$ cat src/rtl/clk_ratio_meas.sv
// -----------------------------------------------------------------------------
// clk_ratio_meas
// Divided-clock ratio monitor. Samples a divided clock as data, measures its
// period (rise to rise) and high time in i_clk cycles, and reports lock once
// consecutive measurements agree. It also reports loss of clock when no rising
// edge arrives before the period counter saturates.
//
// Optional build macro:
//   CLK_RATIO_MEAS_SYNC_EN - inserts a 2-flop synchronizer ahead of the sample
//                            flop so i_div_clk may be asynchronous to i_clk
//                            (+2 cycles latency, +/-1 cycle measurement jitter).
//
// Parameters:
//   RATIO_WIDTH - width of period/high counters (max ratio 2^RATIO_WIDTH-2)
//   LOCK_CNT    - consecutive matching measurements needed for lock (1..15)
//
// Ports:
//   i_clk      in   source clock, rising edge
//   i_rst_n    in   asynchronous active-low reset
//   i_div_clk  in   divided clock under measurement
//   o_ratio    out  last measured period in i_clk cycles
//   o_high_cnt out  high samples in the last measured period
//   o_valid    out  one-cycle pulse when o_ratio/o_high_cnt update
//   o_locked   out  LOCK_CNT consecutive equal measurements seen
//   o_timeout  out  no rising edge for 2^RATIO_WIDTH-1 cycles; sticky until valid
// -----------------------------------------------------------------------------
module clk_ratio_meas #(
   parameter int RATIO_WIDTH = 8,
   parameter int LOCK_CNT    = 3
) (
   input  logic                   i_clk,
   input  logic                   i_rst_n,
   input  logic                   i_div_clk,
   output logic [RATIO_WIDTH-1:0] o_ratio,
   output logic [RATIO_WIDTH-1:0] o_high_cnt,
   output logic                   o_valid,
   output logic                   o_locked,
   output logic                   o_timeout
);

   localparam logic [RATIO_WIDTH-1:0] ALL_ONES = '1;
   localparam logic [3:0]             LOCK_THR = 4'(LOCK_CNT);

   typedef enum logic {
      ACQ  = 1'b0,
      MEAS = 1'b1
   } state_t;

   function automatic logic [RATIO_WIDTH-1:0] sat_inc(input logic [RATIO_WIDTH-1:0] v);
      return (v == ALL_ONES) ? v : v + 1'b1;
   endfunction

   function automatic logic [3:0] sat_inc4(input logic [3:0] v);
      return (v == 4'hF) ? v : v + 4'd1;
   endfunction

   logic                   s_p0;
   logic                   s_p1;
   logic                   s_p2;
   logic                   rise_p2;
   logic [RATIO_WIDTH-1:0] pcnt;
   logic [RATIO_WIDTH-1:0] hcnt;
   logic [3:0]             mcnt;
   logic [3:0]             mcnt_inc;
   logic                   first;
   state_t                 state;

   // ---- stage 0: sample i_div_clk ----
`ifdef CLK_RATIO_MEAS_SYNC_EN
   logic sync1;
   logic sync2;

   always_ff @(posedge i_clk or negedge i_rst_n) begin
      if (!i_rst_n) begin
         sync1 <= 1'b0;
         sync2 <= 1'b0;
         s_p0  <= 1'b0;
      end else begin
         sync1 <= i_div_clk;
         sync2 <= sync1;
         s_p0  <= sync2;
      end
   end
`else
   always_ff @(posedge i_clk or negedge i_rst_n) begin
      if (!i_rst_n) begin
         s_p0 <= 1'b0;
      end else begin
         s_p0 <= i_div_clk;
      end
   end
`endif

   // ---- stage 1/2: delayed sample and registered edge detect ----
   // s_p2 travels with rise_p2 so the high counter sees the sample that
   // belongs to the same cycle as the edge.
   always_ff @(posedge i_clk or negedge i_rst_n) begin
      if (!i_rst_n) begin
         s_p1    <= 1'b0;
         s_p2    <= 1'b0;
         rise_p2 <= 1'b0;
      end else begin
         s_p1    <= s_p0;
         s_p2    <= s_p0;
         rise_p2 <= s_p0 & ~s_p1;
      end
   end

   // ---- stage 2: period and high-time counters ----
   // Loading 1 on the edge makes the value seen at the next edge equal the
   // number of cycles in the period, including the edge cycle itself.
   always_ff @(posedge i_clk or negedge i_rst_n) begin
      if (!i_rst_n) begin
         pcnt <= '0;
         hcnt <= '0;
      end else if (rise_p2) begin
         pcnt <= {{(RATIO_WIDTH-1){1'b0}}, 1'b1};
         hcnt <= {{(RATIO_WIDTH-1){1'b0}}, 1'b1};
      end else begin
         pcnt <= sat_inc(pcnt);
         if (s_p2) begin
            hcnt <= sat_inc(hcnt);
         end
      end
   end

   assign mcnt_inc = sat_inc4(mcnt);

   // ---- stage 3: measurement FSM and registered outputs ----
   always_ff @(posedge i_clk or negedge i_rst_n) begin
      if (!i_rst_n) begin
         state      <= ACQ;
         mcnt       <= 4'd0;
         first      <= 1'b0;
         o_ratio    <= '0;
         o_high_cnt <= '0;
         o_valid    <= 1'b0;
         o_locked   <= 1'b0;
         o_timeout  <= 1'b0;
      end else begin
         o_valid <= 1'b0;
         case (state)
            ACQ: begin
               // The first edge only opens a period; nothing to report yet.
               if (rise_p2) begin
                  state <= MEAS;
                  first <= 1'b1;
               end
            end
            MEAS: begin
               // An edge coinciding with saturation still counts as a
               // measurement of an all-ones period.
               if (rise_p2) begin
                  o_ratio    <= pcnt;
                  o_high_cnt <= hcnt;
                  o_valid    <= 1'b1;
                  o_timeout  <= 1'b0;
                  first      <= 1'b0;
                  if (!first && (pcnt == o_ratio)) begin
                     mcnt <= mcnt_inc;
                     if (mcnt_inc >= LOCK_THR) begin
                        o_locked <= 1'b1;
                     end
                  end else begin
                     mcnt     <= 4'd0;
                     o_locked <= 1'b0;
                  end
               end else if (pcnt == ALL_ONES) begin
                  o_timeout <= 1'b1;
                  o_locked  <= 1'b0;
                  mcnt      <= 4'd0;
                  state     <= ACQ;
               end
            end
            default: state <= ACQ;
         endcase
      end
   end

endmodule

$ cat config.mk
export PLATFORM = sky130hd
export DESIGN_NAME = clk_ratio_meas
export DESIGN_NICKNAME = d
export VERILOG_FILES = /design/src/rtl/clk_ratio_meas.sv
export SDC_FILE = /design/constraint.sdc
export NUM_CORES = 1
export LEC_CHECK = 0
export ABC_AREA = 1
export BUFFER_PORTS_ARGS = -buffer_cell sky130_fd_sc_hd__buf_2
export CAP_MARGIN = 40
export CORE_MARGIN = 8
export CORE_UTILIZATION = 40
export DETAILED_ROUTE_END_ITERATION = 10
export MAX_ROUTING_LAYER = met4
export REMOVE_ABC_BUFFERS = 1
export SETUP_SLACK_MARGIN = 0.1
export SYNTH_ARGS = -nofsm -noshare
export SYNTH_HDL_FRONTEND = slang
export SYNTH_SLANG_ARGS = --single-unit
$ cat constraint.sdc
create_clock -name i_clk -period 2.1 [get_ports i_clk]
set_clock_uncertainty 0.2 [all_clocks]
set_input_delay 0 -clock i_clk [delete_from_list [all_inputs] [get_ports i_clk]]
set_output_delay 0 -clock i_clk [all_outputs]
set_load 0.05 [all_outputs]
==> results.cfg <==
[outcome]
outcome = finished, final reports clean

[placed_design]
portBuffers = 21
dp_hpwl_um = 3160
dp_cells = 350
post_dp_cell_area_um2 = 2330
gp_congestion = 0.828
place_ws_ps = 419

[clocking]
clkLatencyLatePin_ps = 300
cts_root_buf = clkbuf_8
clock_sink_count = 44
ctsHtreeMaxLevel = 2
cts-buffers-inserted = 5
hold_buffers = 3
post_cts_buffers = 0
cts_resized = 0
clk_pin_slew_ps = 80
clockBufferDepth = 2
cts_tree = done

[global_routing]
use_met3 = 0.0276
grt-busiest-layer = met2
met2_usage = 0.197
grt_use_total = 0.124
grt_pass1_vias = 1613
antenna_found_initial = 0
grt_max_degree = 30
overflow = 0
grt_use_met1 = 0.149
grt_pass1_wl_um = 7420

[logic_synthesis]
ys_seq_area_frac = 0.514
ys_types = 28
syn_avg_cell_area_um2 = 8.20
synth_top_area_share = 0.514
yosys_warnings = 0
netlist_top_cells_area = dfrtp_1 (51%), nand2_1 (13%), inv_1 (5.8%), o21ai_0 (4.2%), nand3_1 (3.5%)
netlist_instances = 261
syn-cell-area_um2 = 2140
synth_top_area_cell = dfrtp_1
synth-seq-cells = 44

[setup_path]
worst_setup_path_start_kind = flip-flop
critPathMaxFanout = 10
slowest_stage = dfrtp_1
crit_chain = ha_1, inv_1, nor2_2, nand2_2, a21oi_4, nand4_1, o21ai_1
crit_family = flip-flops
arrival_ps = 1700
worstSetupPathType = reg2reg
crit_path_max_incr_delay_ps = 390
cp.required_ps = 2120
end_kind = flip-flop
crit_buf_inv = 1

[sta]
hold_violations = 0
tns_ps = 0
max_freq_mhz = 598
tightestPinTransition_ps = 664
fin_crit_ps = 1670
setup_viol = 0
relSlewSlack = 0.556
rsz0062_at_grt = no
whs_ps = 42.3
slew_violations = 0
setup_ws_ps = 427
finalCritPeriodShare = 0.796

[pwr]
clkPwrFrac = 0.243
p_leak_nw = 1.28
total_power_mw = 2.33
seqPwrFrac = 0.469
combPwrFrac = 0.288
p_per_area_nw_per_um2 = 947
switching_share = 0.375
power_switching_mw = 0.874
p_int_mw = 1.46
max-vdd-ir-drop_mv = 0.333

[layout]
syn_to_final_growth_pct = 14.9
stdcell_count = 360
final_area_um2 = 2460
final_util = 0.479
nNetsFinal = 296
drive_gt1_frac = 0.148
antenna_cells = 0
nFillCells = 552

[min_path]
min-delay-path-class = in2async

[floorplan]
start_util = 0.417
die_w_um = 89.2
die_h_um = 89.2
ios = 22
dieArea_um2 = 7950
row_count = 26
core_um2 = 5140

[drt]
ant_nets = 0
via_per_inst = 4.70
drt_first_pass_iters = 4
vias = 1693
drc = 0
routed_wirelength_um = 4250
drtIter0Drc = 56
routedWlPerCell_um = 11.8

[flow_run]
drv_cap = 0
[Yosys cell counts]
master	instances
nand2_1	72
dfrtp_1	44
inv_1	33
o21ai_0	18
nor2_1	17
nand3_1	15
o21ai_1	15
a21oi_1	5
xor2_1	5
nand2_2	4
nand4_1	4
buf_2	3
ha_1	3
nor3_1	3
a31oi_1	2
clkbuf_1	2
clkinv_1	2
inv_2	2
nor3_4	2
xnor2_1	2
a21boi_1	1
a21oi_4	1
a2bb2oi_1	1
and2_1	1
nand2_4	1
nand3b_1	1
nor2_2	1
or2_2	1
[worst paths after layout]
path                       slack (ps)       from  cells past startpoint       endpoint
min reg2reg                       180       s_p0                      0           s_p2
max                               430    pcnt[1]                      7        mcnt[3]
max in group asynchronous         660    i_rst_n                      3  o_high_cnt[3]
min in group i_clk                150  i_div_clk                      2           s_p0
min                                40    i_rst_n                      3     o_ratio[7]
max reg2reg                       430    pcnt[1]                      7        mcnt[3]
[cell families after synthesis]
logic type | after synthesis | synth area share
AOI/OAI and AO/OA | 43 | 0.110
adders and majority gates | 3 | 0.0175
xor gates and xnor gates | 7 | 0.0286
DFF | 44 | 0.514
buffers and inverters | 42 | 0.0754
and+or+nand+nor | 122 | 0.254
[worst reg2reg max path, cell delays in order (launching register included)]
cell	delay (ps)
dfrtp_1	390
ha_1	180
inv_1	60
nor2_2	130
nand2_2	130
a21oi_4	280
nand4_1	130
o21ai_1	100
[routing by layer]
layer / vias up / wire length [um]
met5: - / 0
met4: 0 / 61
met3: 7 / 141
met2: 19 / 2000
met1: 785 / 2040
li1: 882 / -
[power groups by stage]
stage | Combinational [mW] | Clock (mW) | Sequential (mW)
after CTS | 0.684 | 0.591 | 1.09
after floorplan | 0.314 | 0 | 1.28
after detailed placement | 0.678 | 0 | 1.11
final | 0.670 | 0.566 | 1.09
after global routing | 0.753 | 0.627 | 1.11
after global placement | 0.672 | 0 | 1.11
[sequential cells by signal (all words and copies together), names as in the netlist, 4 cells and up]
| register | flops |
|---|---|
| pcnt | 8 |
| mcnt | 4 |
| hcnt | 8 |
| o_ratio | 8 |
| o_high_cnt | 8 |
[cell usage in the layout, fill, tap and decap left out, types with 5 or more instances in the layout]
| master | instances |
|---|---|
| buf_2 | 21 |
| inv_1 | 33 |
| nand2_1 | 72 |
| nor2_1 | 17 |
| o21ai_1 | 15 |
| dfrtp_1 | 44 |
| o21ai_0 | 18 |
| clkbuf_8 | 7 |
| xor2_1 | 5 |
| nand3_1 | 15 |
| a21oi_1 | 5 |
[cell type report]
class	instances	area, um2	area share
tap	70	87.6	0.0356
multi-input combinational	175	878	0.357
timing repair buffer	27	158	0.0641
clock buffer	7	96.3	0.0392
sequential	44	1100	0.448
inverter	37	139	0.0565
No activity file was read; power rests on OpenSTA's default activity.
